`config.mk`:
```
export PLATFORM = sky130hd
export DESIGN_NAME = muldiv_sequencer
export DESIGN_NICKNAME = d
export VERILOG_FILES = /design/src/rtl/muldiv_sequencer_pkg.sv /design/src/rtl/muldiv_sequencer_wait_timer.sv /design/src/rtl/muldiv_sequencer.sv
export SDC_FILE = /design/constraint.sdc
export NUM_CORES = 1
export LEC_CHECK = 0
export ABC_AREA = 1
export BUFFER_PORTS_ARGS = -buffer_cell sky130_fd_sc_hd__buf_2
export CORE_MARGIN = 2
export CORE_UTILIZATION = 45
export DETAILED_ROUTE_END_ITERATION = 8
export GPL_ROUTABILITY_DRIVEN = 0
export PLACE_DENSITY_LB_ADDON = 0.12
export SLEW_MARGIN = 20
export SYNTH_ARGS = -nofsm -noshare
export SYNTH_HDL_FRONTEND = slang
export SYNTH_SLANG_ARGS = --single-unit
```
`constraint.sdc`:
```
create_clock -name clock -period 1.9 [get_ports clock]
set_clock_uncertainty 0.2 [all_clocks]
set_input_delay 0.38 -clock clock [delete_from_list [all_inputs] [get_ports clock]]
set_output_delay 0.38 -clock clock [all_outputs]
set_load 0.1 [all_outputs]
```
`src/rtl/muldiv_sequencer_pkg.sv`:
```
// Shared definitions for the mult/div sequencer: FSM state encoding and
// operation / mux-select constants.
package muldiv_sequencer_pkg;

    typedef enum logic [2:0] {
        ST_IDLE   = 3'd0,
        ST_LAUNCH = 3'd1,
        ST_WAIT   = 3'd2,
        ST_WBACK  = 3'd3,
        ST_DZERO  = 3'd4,
        ST_TOUT   = 3'd5
    } state_e;

    localparam logic OP_MULT = 1'b0;
    localparam logic OP_DIV  = 1'b1;

    // MuxHI/MuxLO select the result source with the same encoding as the op.
    localparam logic SEL_MULT = OP_MULT;
    localparam logic SEL_DIV  = OP_DIV;

endpackage : muldiv_sequencer_pkg

```
`src/rtl/muldiv_sequencer_wait_timer.sv`:
```
// Saturating wait counter with synchronous clear and a limit flag; shared by
// the mult/div sequencer and the control unit's memory-wait logic.
module muldiv_sequencer_wait_timer #(
    parameter int unsigned LIMIT = 40,
    parameter int unsigned CNT_W = 6
) (
    input  logic clk_i,
    input  logic rst_ni,
    input  logic clear_i,
    input  logic enable_i,
    output logic limit_o
);

    localparam logic [CNT_W-1:0] LAST = CNT_W'(LIMIT - 1);

    logic [CNT_W-1:0] count_q;
    logic [CNT_W-1:0] count_d;

    // Holds at LAST so a stuck unit can never wrap the counter back to zero.
    always_comb begin
        count_d = count_q;
        if (clear_i) begin
            count_d = '0;
        end else if (enable_i && !limit_o) begin
            count_d = count_q + CNT_W'(1);
        end
    end

    assign limit_o = (count_q == LAST);

    // NOTE: sequential state uses non-blocking assignments so every register
    // samples pre-edge values, independent of process evaluation order.
    always_ff @(posedge clk_i or negedge rst_ni) begin
        if (!rst_ni) begin
            count_q <= '0;
        end else begin
            count_q <= count_d;
        end
    end

endmodule : muldiv_sequencer_wait_timer

```
`src/rtl/muldiv_sequencer.sv`:
```
// Launches the multiplier or divisor, waits for completion, then writes HI/LO
// or reports divide-by-zero / timeout. All outputs are Moore decodes.
module muldiv_sequencer
    import muldiv_sequencer_pkg::*;
#(
    parameter int unsigned TIMEOUT_CYCLES = 40,
    parameter int unsigned CNT_W          = 6
) (
    input  logic clock,
    input  logic reset,
    input  logic op_valid,
    input  logic op_is_div,
    input  logic abort,
    input  logic mult_fim,
    input  logic div_fim,
    input  logic DividedByZero,
    output logic op_ready,
    output logic busy,
    output logic mult_start,
    output logic div_start,
    output logic HISelector,
    output logic LOSelector,
    output logic RegHIWrite,
    output logic RegLOWrite,
    output logic op_done,
    output logic div_zero_exc,
    output logic timeout_err
);

    state_e state_q, state_d;
    logic   opsel_q, opsel_d;
    logic   unit_done;
    logic   wait_limit;

    muldiv_sequencer_wait_timer #(
        .LIMIT (TIMEOUT_CYCLES),
        .CNT_W (CNT_W)
    ) u_wait_timer (
        .clk_i    (clock),
        .rst_ni   (reset),
        .clear_i  (state_q == ST_LAUNCH),
        .enable_i (state_q == ST_WAIT),
        .limit_o  (wait_limit)
    );

    // Only the launched unit's completion flag counts.
    assign unit_done = (opsel_q == OP_DIV) ? div_fim : mult_fim;

    always_ff @(posedge clock or negedge reset) begin
        if (!reset) begin
            state_q <= ST_IDLE;
            opsel_q <= OP_MULT;
        end else begin
            state_q <= state_d;
            opsel_q <= opsel_d;
        end
    end

    // NOTE: every combinational output gets a default first so no path
    // through the case leaves it unassigned and infers a latch.
    always_comb begin
        state_d = state_q;
        opsel_d = opsel_q;
        unique case (state_q)
            ST_IDLE: begin
                if (op_valid) begin
                    state_d = ST_LAUNCH;
                    opsel_d = op_is_div;
                end
            end
            ST_LAUNCH: state_d = ST_WAIT;
            ST_WAIT: begin
                if ((opsel_q == OP_DIV) && DividedByZero) begin
                    state_d = ST_DZERO;
                end else if (unit_done) begin
                    state_d = ST_WBACK;
                end else if (wait_limit) begin
                    state_d = ST_TOUT;
                end
            end
            ST_WBACK, ST_DZERO, ST_TOUT: state_d = ST_IDLE;
            default: state_d = ST_IDLE;
        endcase
        // Flush overrides every exit; this cycle's state-decoded pulses still fire.
        if (abort && (state_q != ST_IDLE)) begin
            state_d = ST_IDLE;
        end
    end

    always_comb begin
        op_ready     = (state_q == ST_IDLE);
        busy         = (state_q != ST_IDLE);
        mult_start   = (state_q == ST_LAUNCH) && (opsel_q == OP_MULT);
        div_start    = (state_q == ST_LAUNCH) && (opsel_q == OP_DIV);
        HISelector   = opsel_q ? SEL_DIV : SEL_MULT;
        LOSelector   = opsel_q ? SEL_DIV : SEL_MULT;
        RegHIWrite   = (state_q == ST_WBACK);
        RegLOWrite   = (state_q == ST_WBACK);
        op_done      = (state_q == ST_WBACK);
        div_zero_exc = (state_q == ST_DZERO);
        timeout_err  = (state_q == ST_TOUT);
    end

endmodule : muldiv_sequencer

```
; After elaboration in Yosys (flattened, before gate mapping)
; Cells that the tools add are included.
[totals]
ff_bits = 10
in_bits = 8
[op_classes]
addsub = 1
n_eq_ne = 8
muxes = 10
n_bitwise = 1
reduce_logical = 11
[op_table]
columns = operator, count
row1 = $mux 3, 5
row2 = $mux 6, 2
row3 = $pmux 3 s3, 1
row4 = $add 6x1->6 const B, 1
row5 = $eq 3x2->1 const B, 2
row6 = $eq 3x3->1 const B, 2
row7 = $eq 6x6->1 const B, 1
row8 = $logic_and 1x1->1, 5
row9 = $ne 5x5->1 const B, 1
row10 = $reduce_and 2->1, 2
row11 = $eq 3x1->1 const B, 1
row12 = $logic_not 3->1, 1
row13 = $ne 3x2->1 const B, 1
row14 = $reduce_bool 3->1, 1
row15 = $mux 1, 2
row16 = $reduce_bool 2->1, 1
row17 = $logic_not 1->1, 1
row18 = $not 1->1, 1

; Logic depth before layout (Yosys ltp)
; Gate-level depths: netlist of run 1.
[depth]
depth_word = 6
ltp_mapped = 8

; Hierarchy
; Synthesis of run 1 repeated with hierarchy kept, for this count alone.
[unflattened]
hier_cells = 93
hier_area_um2 = 661.9
[modules_own_cells]
columns = module, instances, cells_per_inst, area_each_um2
row1 = muldiv_sequencer_wait_timer, 1, 46, 369.1
row2 = muldiv_sequencer, 1, 47, 292.8

; Worst setup path before layout of run 1
; No wires, ideal clock.
[synth_path]
kind = register to output
startpoint = register state_q[0]
endpoint = output RegLOWrite
t_arrival_ns = 3.185
slack_ns = -1.865
path_stages_with_launch = 4
n_path_buf = 1
cell_sequence = dfrtp_1 > inv_1 > nor3_1 > buf_4
[synth_via]
elab_chain_cells = 1
[synth_rtl]
columns = item, line
row1 = "start, declared", muldiv_sequencer.sv:30  ; state_e state_q, state_d;
row2 = "start signal, assigned", muldiv_sequencer.sv:54  ; state_q <= state_d;
row3 = $eq 3x2->1, --
row4 = "end, declared", muldiv_sequencer.sv:24  ; output logic RegLOWrite,
; No other way between the ends.

; Worst setup path in the final report of run 1
[layout_path]
startpoint = register state_q[0]
endpoint = output op_ready
[layout_via]
elab_chain_cells = 1
[layout_rtl]
columns = item, line
row1 = $logic_not 3->1, muldiv_sequencer.sv:91  ; op_ready = (state_q == ST_IDLE);
row2 = "end, declared", muldiv_sequencer.sv:17  ; output logic op_ready,
; No other way between the ends.

==> impl_results.md, run 1 <==
* Largest family of logic cells by synthesized area: simple AND/OR/NAND/NOR gates
* Required @ worst endpoint at 1320 ps
* Core area at 0.00130 sq mm
* Status: complete, no violations
* Num CTS Buffers at 3
* Initial Utilization at 0.486
* Post-Synth Simple-Gate Area at 0.374
* Clock Latency Late Sink at 270 ps
* Drt pass-1 iters at 2
* Setup violators final at 0
* Leading area contributor after synthesis: dfrtp_1
* Final net count at 125
* FILL cells at 91
* Fmax at 0.535 GHz
* Drt wl/cell at 10.6 microns
* H-tree levels at 1
* Detailed placement HPWL at 1.11 mm
* Area growth, synth to finish at 58.2%
* DRT iter0 DRCs at 3
* Synth Area in Compound Gates at 0.0832
* Fin. Hold Viols at 0
* Global-route wire length before repair at 2.53 mm
* Seq/Total Area, Yosys at 0.396
* Boundary Pins at 19
* Commonest cells post-synth: nand2_1 (27), nor2_1 (13), inv_1 (12)
* Slowest cell on crit path: dfrtp_2
* Post-synth EDFFs at 0
* WS Path Type: reg -> out
* Seq cells post-synth at 10
* # rows at 13
* Die ar. at 0.00172 sq mm
* Post-route DRC at 0
* Multiplexer share of the synthesized area at 0
* Fin crit period at 1870 ps
* Synth Instances at 91
* Hold slack at 162 ps
* Synth top area share at 0.396
* Post-Syn Area at 632 sq um
* Diodes inserted at 0
* Max-cap violations at 0
* Final cycle utilization of the critical path at 0.985
* Post-synth top flop: dfrtp_1
* Port bufs at 18
* RSZ-0062 raised after global routing: yes
* CP max stage delay at 450 ps
* Ys async rst share at 1.00
* Vias in the first global route at 640
* Crit path launch type: register
* Most common cell in the netlist: nand2_1
* Synth cell types at 20
* GRT overflow at 0
* Gr usage total at 0.188
* Arrival time worst endpoint at 1290 ps
* CTS Root Cell: clkbuf_4
* Vias/cell at 4.94
* Share of layout cells above drive strength 1 at 0.383
* Clock sink count at 10
* Routed Antenna Nets at 0
* Vias at 642
* Pin count of the biggest net entering global routing at 11
* XOR/XNOR Fraction of Synth Area at 0.0139
* Max Root-Sink Buffers at 2
* Synth warnings at 0
* CP cell instances: nor2_2 -> nand2_4 -> clkinvlp_4 -> buf_12
* CP max FO at 4
* Clk pin slew, worst setup/hold paths at 70 ps
* Total wire length at 1.38 mm
* Synth area leaders: dfrtp_1 (40%), nand2_1 (16%), nor2_1 (7.7%)
* Adder-Cell Fraction of Synth Area at 0.0198
* Worst slew pin tran at 482 ps
* Fin. max-slew vios at 0
* CTS tree: yes
* Mean Syn Cell Area at 6.94 sq um
* Critical Path End Type: primary output
* Die height at 41.5 microns
* Post-Syn Nets at 100
* Initial antenna violation count at 0
* Die X at 41.5 microns
* Slew margin rel. at 0.681
* Hold Path Class: in -> reg
cell type report:
type	count	area, sq um	share of cell area
clock buffers	4	36.3	0.0363
well taps	15	18.8	0.0188
repair buffers	23	269	0.269
multi-input cells	65	368	0.368
inverters	13	52.6	0.0526
flip-flops and latches	10	255	0.255
layout by cell type (no fill, tap or decap):
cell type / Yosys / final
a21oi_1: 2 / 2
nor2_2: 2 / 2
dfrtp_1: 10 / 8
dfrtp_4: 0 / 1
a21boi_2: 1 / 1
nand2_4: 0 / 1
nand3_1: 6 / 6
buf_4: 3 / 3
nand3_4: 0 / 1
nor2_4: 0 / 2
clkinvlp_4: 0 / 1
inv_1: 12 / 9
nor2_1: 13 / 11
dfrtp_2: 0 / 1
ha_1: 1 / 1
clkbuf_4: 0 / 3
buf_12: 0 / 9
nand4_1: 1 / 1
o21ai_0: 3 / 3
or2_0: 1 / 1
clkbuf_8: 0 / 1
nor3_4: 0 / 2
inv_2: 1 / 3
o21bai_1: 1 / 1
nor3_2: 0 / 1
nand2_2: 1 / 1
dlygate4sd3_1: 0 / 1
xor2_1: 1 / 1
buf_2: 0 / 9
nand2_1: 27 / 26
buf_6: 0 / 1
a21oi_2: 1 / 1
through the flow:
stage                     setup WS (ps)  utilization  cells  TNS, ps  cell area, sq um
after floorplan                    -392            -     91    -1680               703
after global placement              259        0.701    122        0               912
after detailed placement            228        0.701    122        0               912
after CTS                          8.01        0.755    129        0               982
after global routing              -28.0        0.768    130    -32.5              1000
final                              29.4        0.768    130        0              1000
state kept, by name, indices dropped and copies added, names as in the netlist:
signal / count
opsel_q: 1
state_q: 3
u_wait_timer.count_q: 6
cells by family (layout without fill, tap and decap cells):
family	count (synthesis)	after routing
AND/OR/NAND/NOR	55	55
buffers and inverters	16	40
flip-flops	10	10
AO/OA/AOI/OAI	8	8
adder cells (fa/ha/maj)	1	1
XOR/XNOR	1	1
worst max-delay path, delay by kind of cell (launching register included):
kind | cells | cell delay (ps)
buffers and inverters | 2 | 280
AND/OR/NAND/NOR | 2 | 300
flip-flops | 1 | 450
path summary, 6_finish.rpt:
check	startpoint	end	slack, ps	cells past startpoint
max	state_q[0]	op_ready	30	4
min	op_is_div	opsel_q	160	3
max reg2reg	u_wait_timer.count_q[0]	u_wait_timer.count_q[0]	400	7
min reg2reg	u_wait_timer.count_q[1]	u_wait_timer.count_q[1]	340	2
max in group asynchronous	reset	opsel_q	990	2
min in group asynchronous	reset	u_wait_timer.count_q[5]	300	2
per-layer routing:
layer	vias to the layer above	track usage	part of all wire
li1	330	-	-
met1	290	0.215	0.46
met2	16	0.325	0.47
met3	6	0.0174	0.037
met4	0	0.129	0.031
met5	-	0	0
repair_timing:
item | CTS | global route
setup endpoints to repair | 5 | 5
gates resized for setup | 3 | 2
pin swaps | 1 | 1
hold buffers | 1 | 0
endpoints found under the hold margin | 10 | 0
setup buffers | 2 | 1
Power of run 1 is left out: the tool's default activity adds up to more than one toggle a clock period on the data nets, which glitch-free logic cannot reach.
==> run 2: changes to the inputs <==
Settings changed: CORE_UTILIZATION 45 to 43, REMOVE_ABC_BUFFERS from default to 1.
Clock period 1.9 ns to 1.6 ns, I/O delays scaled along.
==> run 2 against run 1 <==
Effect of this change: the flow now finishes with violations (setup timing); routed wire length grew 26%; cell area grew 9.4%; non-clock buffer count grew 8; sequential share of layout area shrank 2.3 points; worst hold slack lost 46 ps; via count grew 5.1%; flip-flop and latch count is the same; first-iteration DRC count grew to 5.0 times the previous value; highest routed layer unchanged; register-to-register slack lost 350 ps; global-route usage grew 1.2 points; count of clock-buffer cells in the layout is the same.
==> impl_results.md, run 2 (synthesis results as in run 1) <==
* Hold depth at 3
* Num CTS Buffers at 3
* Critical Path End Type: primary output
* Initial antenna violation count at 0
* Initial Utilization at 0.474
* Area growth, synth to finish at 73.1%
* Crit path launch type: register
* Setup violators final at 9
* Core area at 0.00133 sq mm
* Drt pass-1 iters at 4
* Fin. max-slew vios at 0
* Vias in the first global route at 609
* Sequential cell area at 254 sq um
* # rows at 13
* Global-route wire length before repair at 2.60 mm
* CTS tree: yes
* Max reg flops at 6
* GRT overflow at 0
* Gr usage total at 0.199
* Arrival time worst endpoint at 1280 ps
* Largest regs: u_wait_timer.count_q (6), state_q (3), opsel_q (1)
* Multi-input logic area at 377 sq um
* Port bufs at 18
* Detailed placement HPWL at 1.23 mm
* Largest reg by FF count: u_wait_timer.count_q
* Reg2reg setup slack at 50 ps
* Die ar. at 0.00179 sq mm
* Fin crit period at 1800 ps
* Commonest cells after routing, fill and taps aside: nand2_1 (24), nor2_1 (11), buf_12 (11), buf_4 (11), inv_1 (8)
* FILL cells at 82
* Total wire length at 1.74 mm
* Slew margin rel. at 0.837
* Final worst slack at -202 ps
* Worst slew pin tran at 244 ps
* Failing checks: setup timing
* Hold slack at 117 ps
* Drt wl/cell at 12.6 microns
* Worst R2R Start: state_q[2]
* Vias/cell at 4.89
* WS Path Type: reg -> out
* Post-route DRC at 0
* Clock Latency Late Sink at 270 ps
* HP Start: op_is_div
* Clk pin slew, worst setup/hold paths at 70 ps
* Boundary Pins at 19
* Max-cap violations at 0
* Status: finished with violations
* Vias at 675
* Fin. Hold Viols at 0
* Fmax at 0.555 GHz
* Required @ worst endpoint at 1080 ps
* H-tree levels at 1
* Pin count of the biggest net entering global routing at 11
* Clock sink count at 10
* Final cycle utilization of the critical path at 1.13
* CTS Root Cell: clkbuf_4
* Most common cell after layout, fill and taps aside: nand2_1
* Final net count at 133
* Die X at 42.3 microns
* Diodes inserted at 0
* WHS Endpoint: opsel_q
* RSZ-0062 raised after global routing: yes
* Reg-to-reg endpoint: state_q[0]
* Max Root-Sink Buffers at 2
* Worst Reg-to-Reg Cells at 7
* Routed Antenna Nets at 0
* Die height at 42.3 microns
* DRT iter0 DRCs at 15
* Hold Path Class: in -> reg
* CP max FO at 3
* Share of layout cells above drive strength 1 at 0.463
[run 2: worst max-delay path, cell delays in order (launching register included)]
cell and delay (ps):
dfrtp_2 440, inv_2 130, nand3_4 120, nor2_4 120, buf_12 180
[run 2: how the worst max path moves through the flow]
stage | from | end | slack, ps | depth (start not counted)
floorplan | state_q[0] | RegHIWrite | -5360 | 2
global placement | state_q[0] | RegLOWrite | 80 | 4
detailed placement | state_q[1] | mult_start | 20 | 4
CTS | state_q[2] | mult_start | -190 | 4
global route | state_q[2] | mult_start | -260 | 4
finish | state_q[2] | mult_start | -200 | 4
[run 2: through the flow]
stage          setup slack, ps  utilization  instances  area [sq um]  TNS, ps
6_report                  -202        0.820        138          1090    -1550
4_1_cts                   -192        0.785        135          1050    -1560
3_5_place_dp              20.9        0.685        125           913        0
2_1_floorplan            -5360            -         88           609   -28310
5_1_grt                   -256        0.820        138          1090    -2090
3_3_place_gp              81.1        0.685        125           913        0
[run 2: layout make-up]
cell class / instances / share of cell area
Clock buffer: 4 / 0.0332
Inverter: 13 / 0.0446
Multi-Input combinational cell: 65 / 0.344
Sequential cell: 10 / 0.232
Tap cell: 15 / 0.0172
Timing Repair Buffer: 31 / 0.328
[run 2: timing repair]
action | in CTS | in global routing
hold endpoints to repair | 10 | 0
resized for setup | 16 | 7
cloned | 0 | 0
hold buffers | 1 | 0
setup buffers | 5 | 3
setup endpoints to repair | 9 | 15
pin swaps | 2 | 5
[run 2: per-layer routing]
metal,global-route usage,vias to the layer above,wire [microns]
met4,0.0375,0,18
met1,0.220,306,665
li1,-,345,-
met5,0,-,0
met3,0.0776,4,65
met2,0.360,20,990
Power of run 2 is left out for the same reason.
==> run 3: changes to the inputs <==
Settings changed: ABC_AREA 1 to default, CORE_UTILIZATION 43 to 44.
==> run 3 against run 2 <==
Effect of this change: the run still ends with setup timing left; critical path type unchanged; non-clock buffer count grew 7; register-to-register slack lost 250 ps; critical path depth shrank 1; synthesized cell count shrank 23%; routed wire length shrank 7.6%; core utilization grew 4.6 points; count of clock-buffer cells in the layout is the same; worst hold slack lost 71 ps.
==> impl_results.md, run 3 <==
* Global-route wire length before repair at 2.80 mm
* P_leak at 0.543 nW
* Crit path launch type: register
* Post-Syn Area at 649 sq um
* Fin. max-slew vios at 0
* Arrival time worst endpoint at 1370 ps
* CP max FO at 5
* Synth Area in Compound Gates at 0.112
* FILL cells at 68
* Post-synth top flop: dfrtp_1
* RSZ-0062 raised after global routing: yes
* Wire length on met3 at 101 microns
* Adder-Cell Fraction of Synth Area at 0.0193
* Final Non-Filler Cells at 120
* Initial Utilization at 0.487
* Post-route DRC at 0
* Max-cap violations at 0
* Metal-1 WL at 674 microns
* Fin. Hold Viols at 0
* WS Path Type: reg -> out
* Commonest cells after routing, fill and taps aside: buf_4 (16), buf_12 (10), nor2_1 (7), buf_2 (7), dfrtp_1 (6)
* Final worst slack at -291 ps
* Die ar. at 0.00180 sq mm
* Synth Instances at 70
* Final instance area at 0.00115 sq mm
* Multiplexer share of the synthesized area at 0.0328
* Final net count at 115
* Pin count of the biggest net entering global routing at 11
* Die X at 42.4 microns
* GRT overflow at 0
* Leading area contributor after synthesis: dfrtp_1
* Share of layout cells above drive strength 1 at 0.581
* Synth top area share at 0.385
* Clock Latency Late Sink at 270 ps
* Total wire length at 1.61 mm
* Status: finished with violations
* Port bufs at 18
* Largest reg by FF count: u_wait_timer.count_q
* XOR/XNOR Fraction of Synth Area at 0.0405
* Setup violators final at 16
* Num CTS Buffers at 3
* Synth cell types at 36
* Pwr/cell area at 1730 mW/mm^2
* Post-synth EDFFs at 0
* Ys async rst share at 1.00
* Detailed placement HPWL at 1.20 mm
* Max Root-Sink Buffers at 2
* Routed Antenna Nets at 0
* Mean Syn Cell Area at 9.28 sq um
* Vias in the first global route at 656
* Most common cell after layout, fill and taps aside: buf_4
* Drt pass-1 iters at 4
* H-tree levels at 1
* Post-Synth Simple-Gate Area at 0.316
* Final cycle utilization of the critical path at 1.18
* Boundary Pins at 19
* DR WL met2 at 806 microns
* Required @ worst endpoint at 1080 ps
* Fin crit period at 1890 ps
* Vias at 650
* Core area at 0.00133 sq mm
* Worst slew pin tran at 245 ps
* Fmax at 0.529 GHz
* Max reg flops at 6
* DRT iter0 DRCs at 10
* Clock sink count at 10
* Hold Path Class: in -> reg
* Most common cell in the netlist: dfrtp_1
* Initial antenna violation count at 0
* Largest regs: u_wait_timer.count_q (6), state_q (3), opsel_q (1)
* Synth warnings at 0
* Gr usage total at 0.205
* CTS tree: yes
* Top sig layer: met4
* CTS Root Cell: clkbuf_4
* Failing checks: setup timing
* Vias/cell at 5.42
* Commonest cells post-synth: dfrtp_1 (10), nor2_1 (7), nand2_1 (5)
* Drt wl/cell at 13.4 microns
* DP Area at 978 sq um
* # rows at 13
* Placed insts at 112
* Diodes inserted at 0
* Area growth, synth to finish at 77.8%
* Slew margin rel. at 0.835
* Seq cells post-synth at 10
* Clk pin slew, worst setup/hold paths at 70 ps
* Seq/Total Area, Yosys at 0.385
* Max VDD drop at 0.00145 V
* Hold slack at 45.7 ps
* Die height at 42.4 microns
* Largest family of logic cells by synthesized area: simple AND/OR/NAND/NOR gates
* Critical Path End Type: primary output
* Synth area leaders: dfrtp_1 (39%), buf_4 (4.6%), nor2_1 (4.0%)
-- run 3: cell types whose count changed after synthesis, sizes merged, moves of 2 or more --
cell	change
nand2	-23
nor2	-8
buf	+3
o21ai	-2
nand3	-7
nor3b	+4
and3b	+2
inv	-10
and3	+2
-- run 3: kinds of logic (layout without fill, tap and decap cells) --
logic type | count (synthesis) | count (layout)
mux | 2 | 2
compound gates | 11 | 11
simple gates | 33 | 33
buf+inv | 10 | 45
fa+ha+maj | 1 | 1
xor+xnor | 3 | 3
flops | 10 | 10
-- run 3: power by group --
| group | leakage, nW | internal (W) | switching (W) | total, W |
|---|---|---|---|---|
| Combinational | 0.393 | 0.000574 | 0.000825 | 0.00140 |
| Sequential | 0.129 | 0.000306 | 0.0000646 | 0.000370 |
| Clock | 0.0210 | 0.000138 | 0.0000902 | 0.000229 |
-- run 3: area by class of cell --
type / instances / area, sq um / area share
Inverter: 3 / 11.3 / 0.00975
Sequential cell: 10 / 255 / 0.221
Multi-Input combinational cell: 50 / 423 / 0.366
Tap cell: 15 / 18.8 / 0.0163
Clock buffer: 4 / 36.3 / 0.0314
Timing Repair Buffer: 38 / 410 / 0.355
-- run 3: final timing paths --
path / start / end / slack (ps) / cells past startpoint
min: abort / state_q[2] / 50 / 2
max in group asynchronous: reset / state_q[0] / 750 / 2
max reg2reg: state_q[2] / u_wait_timer.count_q[3] / -200 / 6
max: state_q[1] / mult_start / -290 / 3
min in group asynchronous: reset / state_q[2] / 240 / 2
min reg2reg: u_wait_timer.count_q[5] / u_wait_timer.count_q[5] / 370 / 2
-- run 3: layer usage --
metal	GRT usage	vias up
met2	0.345	25
met3	0.0819	7
li1	-	319
met4	0.0688	0
met1	0.236	299
met5	0	-
-- run 3: per-stage QoR --
stage	utilization	power [W]	setup WS (ps)	setup TNS (ps)
floorplan	-	0.00110	-2760	-18450
global placement	0.734	0.00158	-62.8	-175
detailed placement	0.734	0.00159	-141	-456
CTS	0.835	0.00195	-276	-2630
global route	0.866	0.00209	-354	-3950
finish	0.866	0.00200	-291	-2950
-- run 3: what timing repair did --
item                                   4_1_cts  5_1_grt
pin swaps                                    1        6
buffers inserted                             3        1
setup endpoints to repair                   16       19
hold buffers                                 1        0
gates resized for setup                     20        7
endpoints found under the hold margin       10        0
-- run 3: worst max-delay path: stages, from the launching register on --
cell and delay (ps):
dfrtp_2 450, nor3b_4 270, nor2b_4 210, buf_12 180
Note: power is estimated with default switching activity, not from simulation.
